--- config.mk ---
export PLATFORM = sky130hd
export DESIGN_NAME = alu_mc_flat
export DESIGN_NICKNAME = d
export VERILOG_FILES = /design/src/rtl/alu_pkg.sv /design/src/rtl/alu_mc_if.sv /design/src/rtl/alu_mc_mdu_iter.sv /design/src/rtl/alu_mc.sv /design/src/flat_wrapper.sv
export SDC_FILE = /design/constraint.sdc
export NUM_CORES = 1
export LEC_CHECK = 0
export ABC_AREA = 1
export CORE_MARGIN = 2
export CORE_UTILIZATION = 30
export DETAILED_ROUTE_END_ITERATION = 12
export GPL_TIMING_DRIVEN = 0
export PLACE_DENSITY_LB_ADDON = 0.2
export SLEW_MARGIN = 40
export SYNTH_ARGS = -nofsm -noshare
export SYNTH_HDL_FRONTEND = slang
export SYNTH_HIERARCHICAL = 1
export SYNTH_SLANG_ARGS = --single-unit
export TNS_END_PERCENT = 30
--- constraint.sdc ---
create_clock -name clk -period 7.8 [get_ports clk]
set_input_delay 1.17 -clock clk [delete_from_list [all_inputs] [get_ports clk]]
set_output_delay 1.17 -clock clk [all_outputs]
set_load 0.1 [all_outputs]
--- src/rtl/alu_pkg.sv ---
// Opcodes, FSM state encoding and opcode-class helpers shared by alu_mc and its MDU.
package alu_pkg;

  localparam logic [3:0] OP_ADD   = 4'd0;
  localparam logic [3:0] OP_SUB   = 4'd1;
  localparam logic [3:0] OP_AND   = 4'd2;
  localparam logic [3:0] OP_OR    = 4'd3;
  localparam logic [3:0] OP_SLL   = 4'd4;
  localparam logic [3:0] OP_SLTU  = 4'd5;
  localparam logic [3:0] OP_SLT   = 4'd6;
  localparam logic [3:0] OP_XOR   = 4'd7;
  localparam logic [3:0] OP_LUI   = 4'd8;
  localparam logic [3:0] OP_NOR   = 4'd9;
  localparam logic [3:0] OP_SRL   = 4'd10;
  localparam logic [3:0] OP_SRA   = 4'd11;
  localparam logic [3:0] OP_MULTU = 4'd12;
  localparam logic [3:0] OP_MULT  = 4'd13;
  localparam logic [3:0] OP_DIVU  = 4'd14;
  localparam logic [3:0] OP_DIV   = 4'd15;

  typedef enum logic [1:0] {IDLE = 2'd0, BUSY = 2'd1, DONE = 2'd2} state_e;

  // Multiply/divide occupy the top quarter of the opcode space.
  function automatic logic is_iter(input logic [3:0] op);
    return op[3:2] == 2'b11;
  endfunction

  function automatic logic op_is_div(input logic [3:0] op);
    return op[3:1] == 3'b111;
  endfunction

  // Odd iterative opcodes are the signed variants.
  function automatic logic op_is_signed(input logic [3:0] op);
    return op[0];
  endfunction

endpackage

--- src/rtl/alu_mc_if.sv ---
// Operation request / result handshake bundle for alu_mc.
interface alu_mc_if #(parameter int WIDTH = 32);
  logic             in_valid;
  logic             in_ready;
  logic [3:0]       opcode;
  logic [WIDTH-1:0] rega;
  logic [WIDTH-1:0] regb;
  logic             out_valid;
  logic             out_ready;
  logic [WIDTH-1:0] res_lo;
  logic [WIDTH-1:0] res_hi;
  logic             zero;
  logic             ovf;
  logic             dbz;

  modport master (
    output in_valid, opcode, rega, regb, out_ready,
    input  in_ready, out_valid, res_lo, res_hi, zero, ovf, dbz
  );

  modport slave (
    input  in_valid, opcode, rega, regb, out_ready,
    output in_ready, out_valid, res_lo, res_hi, zero, ovf, dbz
  );
endinterface

--- src/rtl/alu_mc_mdu_iter.sv ---
// Unsigned iterative multiply/divide: shift-add multiplier and restoring divider
// sharing one 2*WIDTH accumulator. The first iteration happens on the start edge,
// so WIDTH iterations end WIDTH-1 edges later; done/hi/lo are the combinational
// outcome of the iteration being performed on the current edge.
module mdu_iter #(parameter int WIDTH = 32) (
  input  logic             clk,
  input  logic             rst_n,
  input  logic             start,
  input  logic             is_div,
  input  logic [WIDTH-1:0] a,
  input  logic [WIDTH-1:0] b,
  output logic             busy,
  output logic             done,
  output logic [WIDTH-1:0] hi,
  output logic [WIDTH-1:0] lo
);
  localparam int CW = $clog2(WIDTH);

  logic [2*WIDTH-1:0] acc_q, acc_d, acc_src;
  logic [WIDTH-1:0]   m_q, m_src;
  logic               div_q, div_src;
  logic [CW-1:0]      cnt_q;
  logic               busy_q;

  // One iteration. Mul: acc = {partial, multiplier}, add-then-shift-right.
  // Div: acc = {remainder, dividend/quotient}, shift-left-then-trial-subtract.
  function automatic logic [2*WIDTH-1:0] step(input logic [2*WIDTH-1:0] acc,
                                              input logic [WIDTH-1:0] m,
                                              input logic div);
    logic [WIDTH:0]       t;
    logic [2*WIDTH-1:0]   r;
    if (div) begin
      t = {acc[2*WIDTH-1:WIDTH], acc[WIDTH-1]};
      if (t >= {1'b0, m}) begin
        t = t - {1'b0, m};
        r = {t[WIDTH-1:0], acc[WIDTH-2:0], 1'b1};
      end else begin
        r = {t[WIDTH-1:0], acc[WIDTH-2:0], 1'b0};
      end
    end else begin
      t = {1'b0, acc[2*WIDTH-1:WIDTH]} + (acc[0] ? {1'b0, m} : {(WIDTH+1){1'b0}});
      r = {t, acc[WIDTH-1:1]};
    end
    return r;
  endfunction

  // On start the iteration runs on the freshly presented operands.
  always_comb begin
    acc_src = acc_q;
    m_src   = m_q;
    div_src = div_q;
    if (start) begin
      acc_src = is_div ? {{WIDTH{1'b0}}, a} : {{WIDTH{1'b0}}, b};
      m_src   = is_div ? b : a;
      div_src = is_div;
    end
    acc_d = step(acc_src, m_src, div_src);
  end

  assign busy = busy_q;
  assign done = busy_q && (cnt_q == CW'(WIDTH - 1));
  assign hi   = acc_d[2*WIDTH-1:WIDTH];
  assign lo   = acc_d[WIDTH-1:0];

  // Accumulator, operand and iteration counter; cnt_q = iterations already done.
  always_ff @(posedge clk or negedge rst_n) begin
    if (!rst_n) begin
      acc_q  <= '0;
      m_q    <= '0;
      div_q  <= 1'b0;
      cnt_q  <= '0;
      busy_q <= 1'b0;
    end else if (start) begin
      acc_q  <= acc_d;
      m_q    <= m_src;
      div_q  <= div_src;
      cnt_q  <= CW'(1);
      busy_q <= 1'b1;
    end else if (busy_q) begin
      acc_q <= acc_d;
      cnt_q <= cnt_q + CW'(1);
      if (done) busy_q <= 1'b0;
    end
  end
endmodule

--- src/rtl/alu_mc.sv ---
// Multi-cycle ALU: single-cycle simple ops, iterative signed/unsigned mul/div,
// registered results held until the consumer takes them.
module alu_mc
  import alu_pkg::*;
#(
  parameter int WIDTH = 32,
  parameter int SHW   = $clog2(WIDTH)
) (
  input logic   clk,
  input logic   rst_n,
  alu_mc_if.slave bus
);
  state_e           state_q;
  logic             out_valid_q, zero_q, ovf_q, dbz_q;
  logic [WIDTH-1:0] res_lo_q, res_hi_q;
  logic             div_q, neg_lo_q, neg_hi_q;

  logic [3:0]       op;
  logic [WIDTH-1:0] a, b, sum, diff, slo_d, mag_a, mag_b;
  logic [SHW-1:0]   sh;
  logic             sovf_d, accept, dz, start, a_neg, b_neg;
  logic             mdu_busy, mdu_done;
  logic [WIDTH-1:0] mdu_hi, mdu_lo, fix_hi_d, fix_lo_d;
  logic [2*WIDTH-1:0] prod_d;

  assign op   = bus.opcode;
  assign a    = bus.rega;
  assign b    = bus.regb;
  assign sh   = a[SHW-1:0];
  assign sum  = a + b;
  assign diff = a - b;

  assign bus.in_ready = (state_q == IDLE) || (state_q == DONE && bus.out_ready);
  assign accept = bus.in_valid && bus.in_ready;
  assign dz     = op_is_div(op) && (b == '0);
  assign start  = accept && is_iter(op) && !dz;

  // Signed mul/div run on magnitudes; the result signs are restored on completion.
  assign a_neg = op_is_signed(op) && a[WIDTH-1];
  assign b_neg = op_is_signed(op) && b[WIDTH-1];
  assign mag_a = a_neg ? -a : a;
  assign mag_b = b_neg ? -b : b;

  mdu_iter #(.WIDTH(WIDTH)) u_mdu (
    .clk(clk), .rst_n(rst_n), .start(start), .is_div(op_is_div(op)),
    .a(mag_a), .b(mag_b), .busy(mdu_busy), .done(mdu_done), .hi(mdu_hi), .lo(mdu_lo)
  );

  // Single-cycle datapath and signed-overflow detect for ADD/SUB.
  always_comb begin
    slo_d  = '0;
    sovf_d = 1'b0;
    case (op)
      OP_ADD:  begin slo_d = sum;  sovf_d = (a[WIDTH-1] == b[WIDTH-1]) && (sum[WIDTH-1]  != a[WIDTH-1]); end
      OP_SUB:  begin slo_d = diff; sovf_d = (a[WIDTH-1] != b[WIDTH-1]) && (diff[WIDTH-1] != a[WIDTH-1]); end
      OP_AND:  slo_d = a & b;
      OP_OR:   slo_d = a | b;
      OP_XOR:  slo_d = a ^ b;
      OP_NOR:  slo_d = ~(a | b);
      OP_SLL:  slo_d = b << sh;
      OP_SRL:  slo_d = b >> sh;
      OP_SRA:  slo_d = WIDTH'($signed(b) >>> sh);
      OP_SLTU: slo_d = {{(WIDTH-1){1'b0}}, (a < b)};
      OP_SLT:  slo_d = {{(WIDTH-1){1'b0}}, ($signed(a) < $signed(b))};
      OP_LUI:  slo_d = b << (WIDTH / 2);
      default: slo_d = '0;
    endcase
  end

  // Sign fix-up: product negates as one 2*WIDTH value, quotient/remainder separately.
  always_comb begin
    prod_d   = {mdu_hi, mdu_lo};
    fix_lo_d = mdu_lo;
    fix_hi_d = mdu_hi;
    if (div_q) begin
      if (neg_lo_q) fix_lo_d = -mdu_lo;
      if (neg_hi_q) fix_hi_d = -mdu_hi;
    end else if (neg_lo_q) begin
      prod_d   = -prod_d;
      fix_lo_d = prod_d[WIDTH-1:0];
      fix_hi_d = prod_d[2*WIDTH-1:WIDTH];
    end
  end

  // Control FSM with registered result/flag outputs.
  always_ff @(posedge clk or negedge rst_n) begin
    if (!rst_n) begin
      state_q     <= IDLE;
      out_valid_q <= 1'b0;
      res_lo_q    <= '0;
      res_hi_q    <= '0;
      zero_q      <= 1'b0;
      ovf_q       <= 1'b0;
      dbz_q       <= 1'b0;
      div_q       <= 1'b0;
      neg_lo_q    <= 1'b0;
      neg_hi_q    <= 1'b0;
    end else begin
      case (state_q)
        BUSY: if (mdu_done) begin
          state_q     <= DONE;
          out_valid_q <= 1'b1;
          res_lo_q    <= fix_lo_d;
          res_hi_q    <= fix_hi_d;
          zero_q      <= (fix_lo_d == '0);
          ovf_q       <= 1'b0;
          dbz_q       <= 1'b0;
        end
        IDLE, DONE: if (start) begin
          state_q     <= BUSY;
          out_valid_q <= 1'b0;
          div_q       <= op_is_div(op);
          neg_lo_q    <= a_neg ^ b_neg;
          neg_hi_q    <= a_neg;
        end else if (accept) begin
          state_q     <= DONE;
          out_valid_q <= 1'b1;
          res_lo_q    <= dz ? '1 : slo_d;
          res_hi_q    <= dz ? a  : '0;
          zero_q      <= dz ? 1'b0 : (slo_d == '0);
          ovf_q       <= dz ? 1'b0 : sovf_d;
          dbz_q       <= dz;
        end else if (state_q == DONE && bus.out_ready) begin
          state_q     <= IDLE;
          out_valid_q <= 1'b0;
        end
        default: begin
          state_q     <= IDLE;
          out_valid_q <= 1'b0;
        end
      endcase
    end
  end

  assign bus.out_valid = out_valid_q;
  assign bus.res_lo    = res_lo_q;
  assign bus.res_hi    = res_hi_q;
  assign bus.zero      = zero_q;
  assign bus.ovf       = ovf_q;
  assign bus.dbz       = dbz_q;
endmodule

--- src/flat_wrapper.sv ---
// flat-port wrapper written by rule: the top's interface ports become plain ports
module alu_mc_flat import alu_pkg::*;
#(
  parameter int WIDTH = 32,
  parameter int SHW   = $clog2(WIDTH)
)
  (clk, rst_n, bus_in_valid, bus_opcode, bus_rega, bus_regb, bus_out_ready, bus_in_ready, bus_out_valid, bus_res_lo, bus_res_hi, bus_zero, bus_ovf, bus_dbz);
  alu_mc_if #(.WIDTH(WIDTH)) bus_i ();
  input logic clk;
  input logic rst_n;
  input wire logic [$bits(bus_i.in_valid)-1:0] bus_in_valid;
  input wire logic [$bits(bus_i.opcode)-1:0] bus_opcode;
  input wire logic [$bits(bus_i.rega)-1:0] bus_rega;
  input wire logic [$bits(bus_i.regb)-1:0] bus_regb;
  input wire logic [$bits(bus_i.out_ready)-1:0] bus_out_ready;
  output wire logic [$bits(bus_i.in_ready)-1:0] bus_in_ready;
  output wire logic [$bits(bus_i.out_valid)-1:0] bus_out_valid;
  output wire logic [$bits(bus_i.res_lo)-1:0] bus_res_lo;
  output wire logic [$bits(bus_i.res_hi)-1:0] bus_res_hi;
  output wire logic [$bits(bus_i.zero)-1:0] bus_zero;
  output wire logic [$bits(bus_i.ovf)-1:0] bus_ovf;
  output wire logic [$bits(bus_i.dbz)-1:0] bus_dbz;
  assign bus_i.in_valid = bus_in_valid;
  assign bus_i.opcode = bus_opcode;
  assign bus_i.rega = bus_rega;
  assign bus_i.regb = bus_regb;
  assign bus_i.out_ready = bus_out_ready;
  assign bus_in_ready = bus_i.in_ready;
  assign bus_out_valid = bus_i.out_valid;
  assign bus_res_lo = bus_i.res_lo;
  assign bus_res_hi = bus_i.res_hi;
  assign bus_zero = bus_i.zero;
  assign bus_ovf = bus_i.ovf;
  assign bus_dbz = bus_i.dbz;
  alu_mc #(.WIDTH(WIDTH), .SHW(SHW)) u_core (.clk(clk), .rst_n(rst_n), .bus(bus_i));
endmodule
==> results.json <==
{
  "status": "completed",
  "power_density_mw_per_mm2": 394,
  "finalSetupViolCount": 0,
  "num_vias": 37300,
  "crit_top_cell": "nand2_1",
  "rows": 114,
  "grt_pass1_vias": 35000,
  "hold_path.class": "reg2reg",
  "critPathMaxFanout": 10,
  "ios": 141,
  "crit_family": "simple AND/OR/NAND/NOR gates",
  "grt_max_degree": 70,
  "drc": 0,
  "routed_wl_um": 172000,
  "fillerInstances": 11200,
  "ir_drop_mv": 0.304,
  "end_kind": "flip-flop",
  "syn-cell-area_sq_mm": 0.0292,
  "clkTransAtPathRegs_ps": 70,
  "layout-drive-gt1-share_pct": 8.94,
  "arrival_ps": 8020,
  "crit_buf_inv": 8,
  "syn_avg_cell_area_sq_um": 5.42,
  "antenna_found_initial": 1,
  "drt-vias-per-instance": 5.44,
  "cp.required_ps": 8220,
  "tightest_slew_ps": 944,
  "ant_nets": 0,
  "clock_path_buffers": 2,
  "ys_types": 59,
  "wl_per_cell_um": 25.0,
  "root_buffer": "clkbuf_16",
  "io_buffers": 139,
  "clock_skew_ps": 14.1,
  "p_leak_uw": 0.0175,
  "slew_violations": 0,
  "crit_type": "in2reg",
  "startpoint_type": "input pin",
  "maxCapViolCount": 0,
  "grt_overflow_total": 0,
  "clk_latency_ps": 500,
  "rsz0062_at_grt": "true",
  "clock-sinks": 175,
  "fin_crit_sh_pct": 97.4,
  "cts_made_buffers": 17,
  "drt_iter0_drc": 4063,
  "globalRouteTotalUtil_pct": 33.6,
  "cts_tree": "done",
  "layout.nets": 5828,
  "area_growth_pct": 14.2,
  "synth_ff_type": "dfrtp_1",
  "synth_nets": 5647,
  "die_w_um": 316,
  "whs_ps": 480,
  "initial_core_util_pct": 30.2,
  "syn_inst": 5388,
  "synth-edff-count": 0,
  "die-area_sq_mm": 0.0999,
  "synth_seq_cells": 175,
  "cts_hold_buf": 0,
  "coreArea_sq_mm": 0.0966,
  "gp_congestion": 1.08,
  "yosys_warnings": 6,
  "cp_slowest_cell": "clkdlybuf4s50_1",
  "cts.htree.levels": 4,
  "yosysSeqAreaShare_pct": 15.0,
  "async_flop_share_pct": 100,
  "fmax_ghz": 0.132,
  "grt_first_pass_wirelength_um": 243000,
  "dpl.hpwl_um": 143000,
  "fp.dieH_um": 316,
  "max_stage_delay_ps": 820,
  "finalHoldViolCount": 0,
  "finalCriticalPeriod_ps": 7600,
  "relSlewSlack_pct": 37.0,
  "dr.pass1.iters": 6,
  "fin_util_pct": 34.5
}
kinds of logic (layout without fill, tap and decap cells):
group / after synthesis / count (layout) / share of synthesized area [%]
adder cells (fa/ha/maj): 187 / 187 / 8.11
buffers and inverters: 928 / 1122 / 12.8
AND/OR/NAND/NOR: 3269 / 3269 / 47.4
multiplexers: 8 / 8 / 0.274
XOR/XNOR: 112 / 112 / 3.36
flip-flops: 175 / 175 / 15.0
other: 0 / 1 / 0
AO/OA/AOI/OAI: 709 / 709 / 13.1
area by class of cell:
class	instances	area [sq um]	area share [%]
repair buffers	162	1260	3.78
flip-flops and latches	175	4380	13.1
inverters	714	2710	8.11
plain buffers	214	1170	3.51
diodes	1	2.50	0.00750
clock inverters	15	146	0.439
well taps	1276	1600	4.79
clock buffers	17	425	1.28
multi-input cells	4285	21700	65.0
worst min-delay path: cells and delay by family, from the launching register on:
kind	cells	cell delay [ps]
flops	1	340
simple gates	2	110
per-stage QoR:
step	cell area (sq um)	total power, uW	TNS (ps)	cells	worst slack (ps)
after CTS	32800	12600	0	6845	3.56
after floorplan	29200	8460	0	5388	717
final	33300	13100	0	6859	201
after global placement	32200	11800	-567480	6803	-2800
after detailed placement	31900	11600	-166630	6805	-2850
after global routing	33300	14100	-196	6858	-69.9
cell usage in the layout (no fill, tap or decap), types with 20 or more instances in the layout:
master,instances
xor2_1,93
nand2_1,1725
nor2_2,43
o21ai_1,41
dfrtp_1,175
clkdlybuf4s50_1,44
nor3_1,69
nand4_1,62
nand3_1,634
o21ai_0,285
clkbuf_1,76
a21oi_1,253
and2_1,20
nand3_2,23
inv_2,33
buf_2,157
ha_1,173
inv_1,670
nor2_1,568
nand2_2,37
o22ai_1,21
buf_4,29
synthesized netlist by cell type, types with 18 or more instances:
cell | instances | share of area, %
nand2_2 | 28 | 0.60
a21oi_1 | 262 | 4.5
nor3_1 | 73 | 1.3
and2_1 | 32 | 0.69
buf_2 | 89 | 1.5
nor2_2 | 18 | 0.39
ha_1 | 183 | 7.8
nand4_1 | 62 | 1.3
nand3_1 | 645 | 11
o22ai_1 | 21 | 0.45
dfrtp_1 | 175 | 15
o21ai_1 | 27 | 0.46
o21ai_0 | 316 | 5.4
clkbuf_1 | 87 | 1.1
inv_1 | 691 | 8.9
nand2_1 | 1737 | 22
xor2_1 | 96 | 2.9
nor2_1 | 600 | 7.7
metal layers:
layer  wire, um  GRT usage (%)  vias to the layer above
li1           -              -                    17600
met1      69300           41.8                    17400
met2      74900           52.8                     1784
met3      13400           5.61                      473
met4      14100           23.8                        0
met5          0              0                        -
state kept, by name, summed over array words and instances, names as in the netlist:
signal              cells
u_core/neg_hi_q         1
u_core/neg_lo_q         1
u_core/u_mdu/cnt_q      5
u_core/bus.res_hi      32
u_core/u_mdu/busy       1
u_core/u_mdu/div_q      1
u_core/state_q          2
u_core/bus.dbz          1
u_core/bus.ovf          1
u_core/u_mdu/acc_q     64
u_core/div_q            1
u_core/bus.res_lo      32
u_core/bus.zero         1
u_core/u_mdu/m_q       32
final timing paths:
check	startpoint	end	slack, ps	depth (start not counted)
max	bus_regb[27]	u_core/bus.res_hi[30]$_DFFE_PN0P_	200	38
min	u_core/u_mdu/acc_q[55]$_DFFE_PN0P_	u_core/u_mdu/acc_q[55]$_DFFE_PN0P_	480	2
max reg2reg	u_core/state_q[1]$_DFFE_PN0P_	u_core/bus.res_hi[12]$_DFFE_PN0P_	1480	37
min reg2reg	u_core/u_mdu/acc_q[55]$_DFFE_PN0P_	u_core/u_mdu/acc_q[55]$_DFFE_PN0P_	480	2
max in group asynchronous	rst_n	u_core/bus.res_lo[18]$_DFFE_PN0P_	6460	2
min in group asynchronous	rst_n	u_core/u_mdu/cnt_q[2]$_DFFE_PN0P_	590	1
report_power, final:
part           total [uW]  switching [uW]  internal, uW
Combinational       10700            7820          2840
Clock                 869             444           425
Sequential           1610             257          1360
Total               13100            8520          4620
timing repair:
item	4_1_cts	5_1_grt
gates resized for setup	116	161
pin swaps	6	18
setup buffers	8	13
endpoints found under the setup margin	82	46
Note: power is estimated with default switching activity, not from simulation.
